File: config.mk
export PLATFORM = sky130hd
export DESIGN_NAME = lsu_byte_serial
export DESIGN_NICKNAME = d
export VERILOG_FILES = /design/src/rtl/lsu_pkg.sv /design/src/rtl/lsu_load_extend.sv /design/src/rtl/lsu_byte_serial.sv
export SDC_FILE = /design/constraint.sdc
export NUM_CORES = 1
export LEC_CHECK = 0
export BUFFER_PORTS_ARGS = -buffer_cell sky130_fd_sc_hd__buf_2
export CAP_MARGIN = 15
export CORE_ASPECT_RATIO = 1.25
export CORE_MARGIN = 8
export CORE_UTILIZATION = 38
export DETAILED_ROUTE_END_ITERATION = 12
export GPL_TIMING_DRIVEN = 0
export PLACE_DENSITY = 0.7
export SLEW_MARGIN = 20
export SYNTH_ARGS = -nofsm -noshare
export SYNTH_HDL_FRONTEND = slang
export SYNTH_HIERARCHICAL = 1
export SYNTH_SLANG_ARGS = --single-unit
File: constraint.sdc
create_clock -name clk -period 2.6 [get_ports clk]
set_input_delay 0.13 -clock clk [delete_from_list [all_inputs] [get_ports clk]]
set_output_delay 0.13 -clock clk [all_outputs]
set_load 0.02 [all_outputs]
File: src/rtl/lsu_pkg.sv
// -----------------------------------------------------------------------------
// lsu_pkg
// Shared definitions for the byte-serial load/store unit and the write-back
// load-extension logic.
//   F3_*        : RV32I funct3 encodings for loads/stores
//   lsu_state_t : LSU sequencing states
//   beats_for() : number of byte beats needed for a given funct3
// -----------------------------------------------------------------------------
package lsu_pkg;

  localparam logic [2:0] F3_B  = 3'b000;
  localparam logic [2:0] F3_H  = 3'b001;
  localparam logic [2:0] F3_W  = 3'b010;
  localparam logic [2:0] F3_BU = 3'b100;
  localparam logic [2:0] F3_HU = 3'b101;

  typedef enum logic [1:0] {
    IDLE,
    ACCESS,
    DONE
  } lsu_state_t;

  // Access size in bytes, taken from the funct3 size bits. Encodings that are
  // illegal never reach a memory beat, so their value here is irrelevant.
  function automatic logic [2:0] beats_for(input logic [2:0] funct3);
    case (funct3)
      F3_H, F3_HU: beats_for = 3'd2;
      F3_W:        beats_for = 3'd4;
      default:     beats_for = 3'd1;
    endcase
  endfunction

endpackage

File: src/rtl/lsu_load_extend.sv
// -----------------------------------------------------------------------------
// lsu_load_extend
// Combinational load-result formatter: takes a little-endian assembled word
// and produces the RV32I load result for the given funct3.
//   funct3 : RV32I load funct3 (LB/LH/LW/LBU/LHU)
//   word   : assembled memory word, byte 0 in bits [7:0]
//   result : sign/zero-extended load data (0 for non-load encodings)
// -----------------------------------------------------------------------------
module lsu_load_extend
  import lsu_pkg::*;
(
  input  logic [2:0]  funct3,
  input  logic [31:0] word,
  output logic [31:0] result
);

  always_comb begin
    result = '0;
    case (funct3)
      F3_B:    result = {{24{word[7]}}, word[7:0]};
      F3_H:    result = {{16{word[15]}}, word[15:0]};
      F3_W:    result = word;
      F3_BU:   result = {24'b0, word[7:0]};
      F3_HU:   result = {16'b0, word[15:0]};
      default: result = '0;
    endcase
  end

endmodule

File: src/rtl/lsu_byte_serial.sv
// -----------------------------------------------------------------------------
// lsu_byte_serial
// RV32I load/store unit that performs each access as 1, 2 or 4 sequential
// little-endian byte beats on a byte-wide memory port.
//
// Ports:
//   clk, rst_n                 : clock, synchronous active-low reset
//   req_valid/req_ready        : request handshake (ready only while idle)
//   req_store, req_funct3      : access type and RV32I funct3
//   req_addr, req_wdata        : effective byte address, store data
//   resp_valid                 : one-cycle completion pulse
//   resp_rdata, resp_err       : extended load data, illegal/misaligned flag
//   mem_valid/mem_ready        : byte beat handshake
//   mem_we, mem_addr           : beat direction and byte address
//   mem_wdata, mem_rdata       : write byte, read byte
//
// Build option:
//   LSU_MISALIGN_TRAP_EN : when defined, misaligned halfword/word accesses are
//                          rejected with resp_err instead of being split across
//                          the alignment boundary.
// -----------------------------------------------------------------------------
module lsu_byte_serial
  import lsu_pkg::*;
#(
  parameter int ADDR_W = 12
) (
  input  logic              clk,
  input  logic              rst_n,
  input  logic              req_valid,
  output logic              req_ready,
  input  logic              req_store,
  input  logic [2:0]        req_funct3,
  input  logic [31:0]       req_addr,
  input  logic [31:0]       req_wdata,
  output logic              resp_valid,
  output logic [31:0]       resp_rdata,
  output logic              resp_err,
  output logic              mem_valid,
  input  logic              mem_ready,
  output logic              mem_we,
  output logic [ADDR_W-1:0] mem_addr,
  output logic [7:0]        mem_wdata,
  input  logic [7:0]        mem_rdata
);

  lsu_state_t  state_q;
  logic        store_q;
  logic [2:0]  funct3_q;
  logic [31:0] wdata_q;
  logic [31:0] asm_q;
  logic [1:0]  cnt_q;
  logic [1:0]  last_q;

  logic        legal;
  logic        misaligned;
  logic [1:0]  next_cnt;
  logic [31:0] asm_next;
  logic [31:0] ext_result;
  logic        unused_addr_hi;

  // Only the low ADDR_W address bits reach the memory port.
  assign unused_addr_hi = ^req_addr[31:ADDR_W];

  assign next_cnt = cnt_q + 2'd1;

  // Decide whether an incoming request may touch memory at all.
  always_comb begin
    legal      = 1'b0;
    misaligned = 1'b0;
    if (req_store) begin
      legal = (req_funct3 == F3_B) || (req_funct3 == F3_H) || (req_funct3 == F3_W);
    end else begin
      legal = (req_funct3 != 3'b011) && (req_funct3 != 3'b110) && (req_funct3 != 3'b111);
    end
`ifdef LSU_MISALIGN_TRAP_EN
    if (beats_for(req_funct3) == 3'd2) begin
      misaligned = req_addr[0];
    end else if (beats_for(req_funct3) == 3'd4) begin
      misaligned = |req_addr[1:0];
    end
`endif
  end

  // Assembly word including the byte arriving this cycle, so the final beat
  // can be extended and registered into resp_rdata on the same edge.
  always_comb begin
    asm_next = asm_q;
    asm_next[{cnt_q, 3'b000} +: 8] = mem_rdata;
  end

  lsu_load_extend u_load_extend (
    .funct3 (funct3_q),
    .word   (asm_next),
    .result (ext_result)
  );

  // Sequencer. All port outputs are registered here; the memory address is
  // held in mem_addr itself and stepped by one (mod 2^ADDR_W) per beat.
  always_ff @(posedge clk) begin
    if (!rst_n) begin
      state_q    <= IDLE;
      store_q    <= 1'b0;
      funct3_q   <= '0;
      wdata_q    <= '0;
      asm_q      <= '0;
      cnt_q      <= '0;
      last_q     <= '0;
      req_ready  <= 1'b1;
      resp_valid <= 1'b0;
      resp_rdata <= '0;
      resp_err   <= 1'b0;
      mem_valid  <= 1'b0;
      mem_we     <= 1'b0;
      mem_addr   <= '0;
      mem_wdata  <= '0;
    end else begin
      case (state_q)
        IDLE: begin
          if (req_valid) begin
            store_q   <= req_store;
            funct3_q  <= req_funct3;
            wdata_q   <= req_wdata;
            asm_q     <= '0;
            cnt_q     <= '0;
            last_q    <= 2'(beats_for(req_funct3) - 3'd1);
            req_ready <= 1'b0;
            if (!legal || misaligned) begin
              state_q    <= DONE;
              resp_valid <= 1'b1;
              resp_err   <= 1'b1;
              resp_rdata <= '0;
            end else begin
              state_q   <= ACCESS;
              mem_valid <= 1'b1;
              mem_we    <= req_store;
              mem_addr  <= req_addr[ADDR_W-1:0];
              mem_wdata <= req_wdata[7:0];
            end
          end
        end

        ACCESS: begin
          if (mem_ready) begin
            asm_q <= asm_next;
            cnt_q <= next_cnt;
            if (cnt_q == last_q) begin
              state_q    <= DONE;
              mem_valid  <= 1'b0;
              mem_we     <= 1'b0;
              mem_addr   <= '0;
              mem_wdata  <= '0;
              resp_valid <= 1'b1;
              resp_err   <= 1'b0;
              resp_rdata <= store_q ? 32'd0 : ext_result;
            end else begin
              mem_addr  <= mem_addr + ADDR_W'(1);
              mem_wdata <= wdata_q[{next_cnt, 3'b000} +: 8];
            end
          end
        end

        DONE: begin
          state_q    <= IDLE;
          cnt_q      <= '0;
          req_ready  <= 1'b1;
          resp_valid <= 1'b0;
          resp_rdata <= '0;
          resp_err   <= 1'b0;
        end

        default: begin
          state_q   <= IDLE;
          req_ready <= 1'b1;
        end
      endcase
    end
  end

endmodule
## Word-level counts from Yosys, hierarchy flattened

Index checks and enable logic that the tools add are counted.

- Reduce and logical (&&, ||, !) cells: 18
- Magnitude comparators: 0
- Bitwise logic cells: 1
- Divide/modulo/power cells: 0
- Shift operators: 3
- Mux-type cells: 50
- Eq/ne operators: 18
- Add/sub/neg operators: 4
- Multiply operators: 0

Operator list:

| operator | count |
|---|---|
| 32-bit 2-to-1 mux | 7 |
| 32-bit one-hot mux with 5 select lines | 1 |
| 32-bit one-hot mux with 3 select lines | 1 |
| 32-bit one-hot mux with 2 select lines | 1 |
| 12-bit 2-to-1 mux | 4 |
| 32-bit bitwise mux | 1 |
| 8-bit 2-to-1 mux | 4 |
| 8-bit by 7-bit variable shift with 32-bit output (first input constant) | 1 |
| 32-bit by 6-bit indexed part select with 8-bit output | 1 |
| 8-bit by 7-bit indexed part select with 32-bit output | 1 |
| 12-bit one-hot mux with 2 select lines | 1 |
| 2-bit 2-to-1 mux | 9 |
| 8-bit one-hot mux with 2 select lines | 1 |
| 12-bit by 1-bit adder with 12-bit output (second input constant) | 1 |
| 1-bit 2-to-1 mux | 12 |
| 2-bit inequality test (second input constant) | 5 |
| 5-bit AND reduction | 2 |
| 3-bit == test (second input constant) | 3 |
| 3-bit AND reduction | 3 |
| 2-bit one-hot mux with 2 select lines | 2 |
| 5-bit negation with 7-bit output | 1 |
| 3-bit by 1-bit == test with 1-bit output (second input constant) | 2 |
| 3-bit by 2-bit == test with 1-bit output (second input constant) | 2 |
| 3-bit zero test | 2 |
| 19 further kinds | 26 |

- Flip-flop bits (word level): 131
- Memories kept: 0
- Logic and storage cells: 109
- Memory bits (read-only): 0
- Latch bits: 0
- Bits of input ports: 80
- Output and inout port bits: 57
- Bits in writable memories: 0

## Longest topological paths before layout

- Depth in word-level cells: 8
- Depth in mapped cells: 14

## Hierarchy

Netlist, hierarchy kept.

Modules (own cells, without submodules):

| module | instances | cells an instance | area an instance (um^2) |
|---|---|---|---|
| lsu_byte_serial | 1 | 730 | 6,114.6 |
| lsu_load_extend | 1 | 71 | 634.4 |

## Worst setup path before layout

Ideal clock, no wire load.

- Path type: reg2reg
- From: reg cnt_q[0]
- To: reg resp_rdata[15]
- Library setup time: 0.072 ns
- Path slack: -0.080 ns
- Buffers on the path: 4
- Data arrival time: 2.608 ns
- Clock period less this slack: 2.680 ns
- Cell stages (with the launch flop): 14
- Cells stage by stage: dfxtp_1 -> buf_2 -> inv_1 -> ha_1 -> buf_2 -> nor3_2 -> a2bb2oi_1 -> inv_1 -> buf_2 -> clkbuf_1 -> mux2i_1 -> o2bb2ai_2 -> nand2_1 -> mux2i_1

- Word-level cells in the longest chain between the ends: 8
- Elaborated cells between the ends (all ways): 12

Ends and longest elaborated chain:

| item | line | source |
|---|---|---|
| from (decl) | lsu_byte_serial.sv:51 | `logic [1:0] cnt_q;` |
| from (signal assigned) | lsu_byte_serial.sv:145 | `cnt_q <= next_cnt;` |
| 5-bit negation with 7-bit output (*) | lsu_byte_serial.sv:88 | `asm_next[{cnt_q, 3'b000} +: 8] = mem_rdata;` |
| 8-bit by 7-bit indexed part select with 32-bit output / 8-bit by 7-bit variable shift with 32-bit output (equally long branches) | lsu_byte_serial.sv:88 |  |
| 32-bit bitwise mux (*) | lsu_byte_serial.sv:88 |  |
| via asm_next[7] | lsu_byte_serial.sv:57 | `logic [31:0] asm_next;` |
| 32-bit one-hot mux with 5 select lines (*) | lsu_load_extend.sv:19 | `case (funct3)` |
| via ext_result[15] | lsu_byte_serial.sv:58 | `logic [31:0] ext_result;` |
| 32-bit 2-to-1 mux (*) | lsu_byte_serial.sv:154 | `resp_rdata <= store_q ? 32'd0 : ext_result;` |
| 32-bit 2-to-1 mux (*) | lsu_byte_serial.sv:146 | `if (cnt_q == last_q) begin` |
| 32-bit 2-to-1 mux (*) | lsu_byte_serial.sv:143 | `if (mem_ready) begin` |
| 32-bit one-hot mux with 3 select lines (*) | lsu_byte_serial.sv:117 | `case (state_q)` |
| to (signal assigned) | lsu_byte_serial.sv:154 |  |
| to (decl) | lsu_byte_serial.sv:36 | `output logic [31:0] resp_rdata,` |

The timed path passes the listed nets; every way through them passes the cells marked *. The select of a mux whose other input is x is not followed.
A chain may end at the register's enable or synchronous reset.

## Worst setup path in the final report

- From: reg cnt_q[0]
- To: reg resp_rdata[28]

The elaborated chain is that of the path after synthesis.

==> impl_metrics.tcl <==
set metrics [dict create \
    status "completed" \
    core_area_um2 17400 \
    portBuffers 115 \
    cap_viol_max_count 0 \
    p_int_w 0.00463 \
    root_buffer "clkbuf_16" \
    seq_area_frac_synth 0.389 \
    diodes 0 \
    hold_path_class "in2reg" \
    clk_pin_slew_ps 70 \
    yosysTopAreaCell "dfxtp_1" \
    syn_nets 891 \
    p_per_area_nw_per_um2 767 \
    cts_buffer_depth 2 \
    post-route-util 0.501 \
    synth_top_cell_area_share 0.389 \
    htreeDepth 4 \
    rsz0062_at_grt "false" \
    first_pass_iters 7 \
    ir_worst_vdd_v 0.000435 \
    start_util 0.387 \
    grt_pass1_vias 6110 \
    clock-skew-final_ps 10.1 \
    max_freq_ghz 0.405 \
    synth_area_leaders "dfxtp_1 39%, nand2_1 10%, mux2i_1 9.0%" \
    antenna_found_initial 0 \
    timing_hold_violations_final 0 \
    hpwl_um 14400 \
    drive_above_1_share 0.219 \
    ys_types 61 \
    yosysMostFrequentCell "nand2_1" \
    viasPerCell 5.10 \
    p_sw_w 0.00207 \
    grt-ovfl-total 0 \
    dieArea_um2 22300 \
    finalNetCount 1066 \
    setup_viol 0 \
    dp_worst_setup_slack_ps -619 \
    worst_pin_slew_ps 790 \
    routed_wl_um 19500 \
    cts_sinks 131 \
    clk_latency_ps 420 \
    synthFlopType "dfxtp_1" \
    min_period_ps 2470 \
    crit_path_start_kind "register" \
    synthCells 801 \
    die_h_um 165 \
    drc 0 \
    post-place-cells 1140 \
    crit_type "reg2reg" \
    track_usage 0.177 \
    critical_path.max_fanout 10 \
    p_seq_frac 0.345 \
    fin_cells 1213 \
    p_comb_frac 0.242 \
    synth_edf_count 0 \
    gp_congestion 0.842 \
    row_count 54 \
    yosysWarningCount 6 \
    synth-seq-cells 131 \
    clkPwrFrac 0.413 \
    grt_start_max_net_pins 17 \
    drt_iter0_drc 384 \
    antenna_left 0 \
    arrival_ps 2810 \
    p_sw_frac 0.309 \
    numCtsBuffers 17 \
    yosys-top-cells-count "188 x nand2_1, 131 x dfxtp_1, 61 x mux2i_1, 55 x o21ai_0, 48 x inv_1" \
    ys_async_sr_fraction 0 \
    cts_tree "done" \
    io_pins 137 \
    grt_pass1_wl_um 31300 \
    area_delta_synth_final_pct 29.5 \
    crit_required_ps 2940 \
    period_share 0.949 \
    fin_ws_ps 133 \
    wire_per_inst_um 16.1 \
    dr_total_vias 6189 \
    die_w_um 135 \
    maxSlewViolCount 0 \
    maxSlewHeadroom 0.469 \
    syn_area_um2 6750 \
    leakagePower_nw 3.55 \
    end_kind "register" \
    synth_area_per_cell_um2 8.43 \
]
[timing repair]
item	CTS	global route
setup endpoints to repair	34	22
cloned	0	0
hold buffers	39	0
gates resized for setup	8	9
hold endpoints to repair	43	0
pin swaps	1	1
setup buffers	1	3
[worst paths after layout]
path                  start              to  slack (ps)  cells past startpoint
min           req_funct3[2]     funct3_q[2]          30                      3
min reg2reg  resp_rdata[20]  resp_rdata[20]         450                      2
max                cnt_q[0]  resp_rdata[28]         130                     13
max reg2reg        cnt_q[0]  resp_rdata[28]         130                     13
[cell usage in the layout (no fill, tap or decap), types with 3 or more instances in the layout]
cell type        n
a21boi_0        37
a21boi_1         3
a21oi_1          9
a221oi_1        10
a22oi_1         25
a2bb2oi_1        8
a32o_1           3
and2_1          20
buf_1            3
buf_2          129
buf_4            9
buf_6            5
bufinv_16        6
clkbuf_1        27
clkbuf_16       17
clkinv_4         3
dfxtp_1        130
dlygate4sd3_1   39
ha_1             8
inv_1           48
inv_6            4
mux2i_1         61
mux4_2           8
nand2_1        188
nand2b_1         3
nand3_1          8
nand4_1          3
nor2_1          20
nor2b_1         27
o21ai_0         54
o21ai_1         15
o21ai_2          3
o22ai_1          4
o2bb2ai_2        8
[worst max-delay path: stages, from the launching register on]
cell and delay (ps):
dfxtp_4 390, buf_6 180, inv_1 130, ha_2 330
buf_6 170, nor3_4 130, a2bb2oi_1 110, inv_1 50
buf_2 170, clkbuf_4 210, mux2i_1 80, o21ai_1 180
nand2_1 80, mux2i_1 160
[registers in the layout, summed over array words and instances, names as in the netlist]
name,count
asm_q,32
cnt_q,2
funct3_q,3
last_q,2
mem_addr,12
mem_valid,1
mem_wdata,8
mem_we,1
req_ready,1
resp_err,1
resp_rdata,32
resp_valid,1
state_q,2
store_q,1
wdata_q,32
[layer usage]
metal | up-vias | global-route usage | wire [um]
met5 | - | 0 | 0
met3 | 46 | 0.0447 | 1260
met1 | 2843 | 0.201 | 8120
li1 | 3093 | - | -
met4 | 0 | 0.0850 | 640
met2 | 207 | 0.304 | 9520
[cells by family after synthesis]
| group | share of synthesized area |
|---|---|
| adders and majority gates | 0.0185 |
| DFF | 0.389 |
| muxes | 0.117 |
| and+or+nand+nor | 0.199 |
| AOI/OAI and AO/OA | 0.201 |
| xor gates and xnor gates | 0.00389 |
| buffers and inverters | 0.0717 |
[layout make-up]
type / instances / area [um^2]
Buffer: 57 / 313
Clock buffer: 18 / 429
Clock inverter: 14 / 246
Fill cell: 1648 / 8690
Inverter: 49 / 184
Multi-Input combinational cell: 562 / 3660
Sequential cell: 131 / 2630
Tap cell: 224 / 280
Timing Repair Buffer: 158 / 996
[metrics by stage]
| step | total power [W] | hold WS [ps] | cell area, um^2 | setup TNS [ps] |
|---|---|---|---|---|
| floorplan | 0.00343 | 275 | 6760 | 0 |
| global placement | 0.00389 | 385 | 7610 | -12000 |
| detailed placement | 0.00391 | 390 | 7610 | -12080 |
| CTS | 0.00673 | 6.65 | 8690 | -11.1 |
| global route | 0.00700 | 38.4 | 8740 | 0 |
| finish | 0.00670 | 28.7 | 8740 | 0 |
[power groups by stage]
| stage | Clock (W) | Combinational (W) | Sequential (W) |
|---|---|---|---|
| 2_1_floorplan | 0 | 0.000989 | 0.00244 |
| 3_3_place_gp | 0 | 0.00154 | 0.00235 |
| 3_5_place_dp | 0 | 0.00155 | 0.00235 |
| 4_1_cts | 0.00280 | 0.00162 | 0.00231 |
| 5_1_grt | 0.00289 | 0.00177 | 0.00233 |
| 6_report | 0.00277 | 0.00162 | 0.00231 |
No activity file was read; power rests on OpenSTA's default activity.
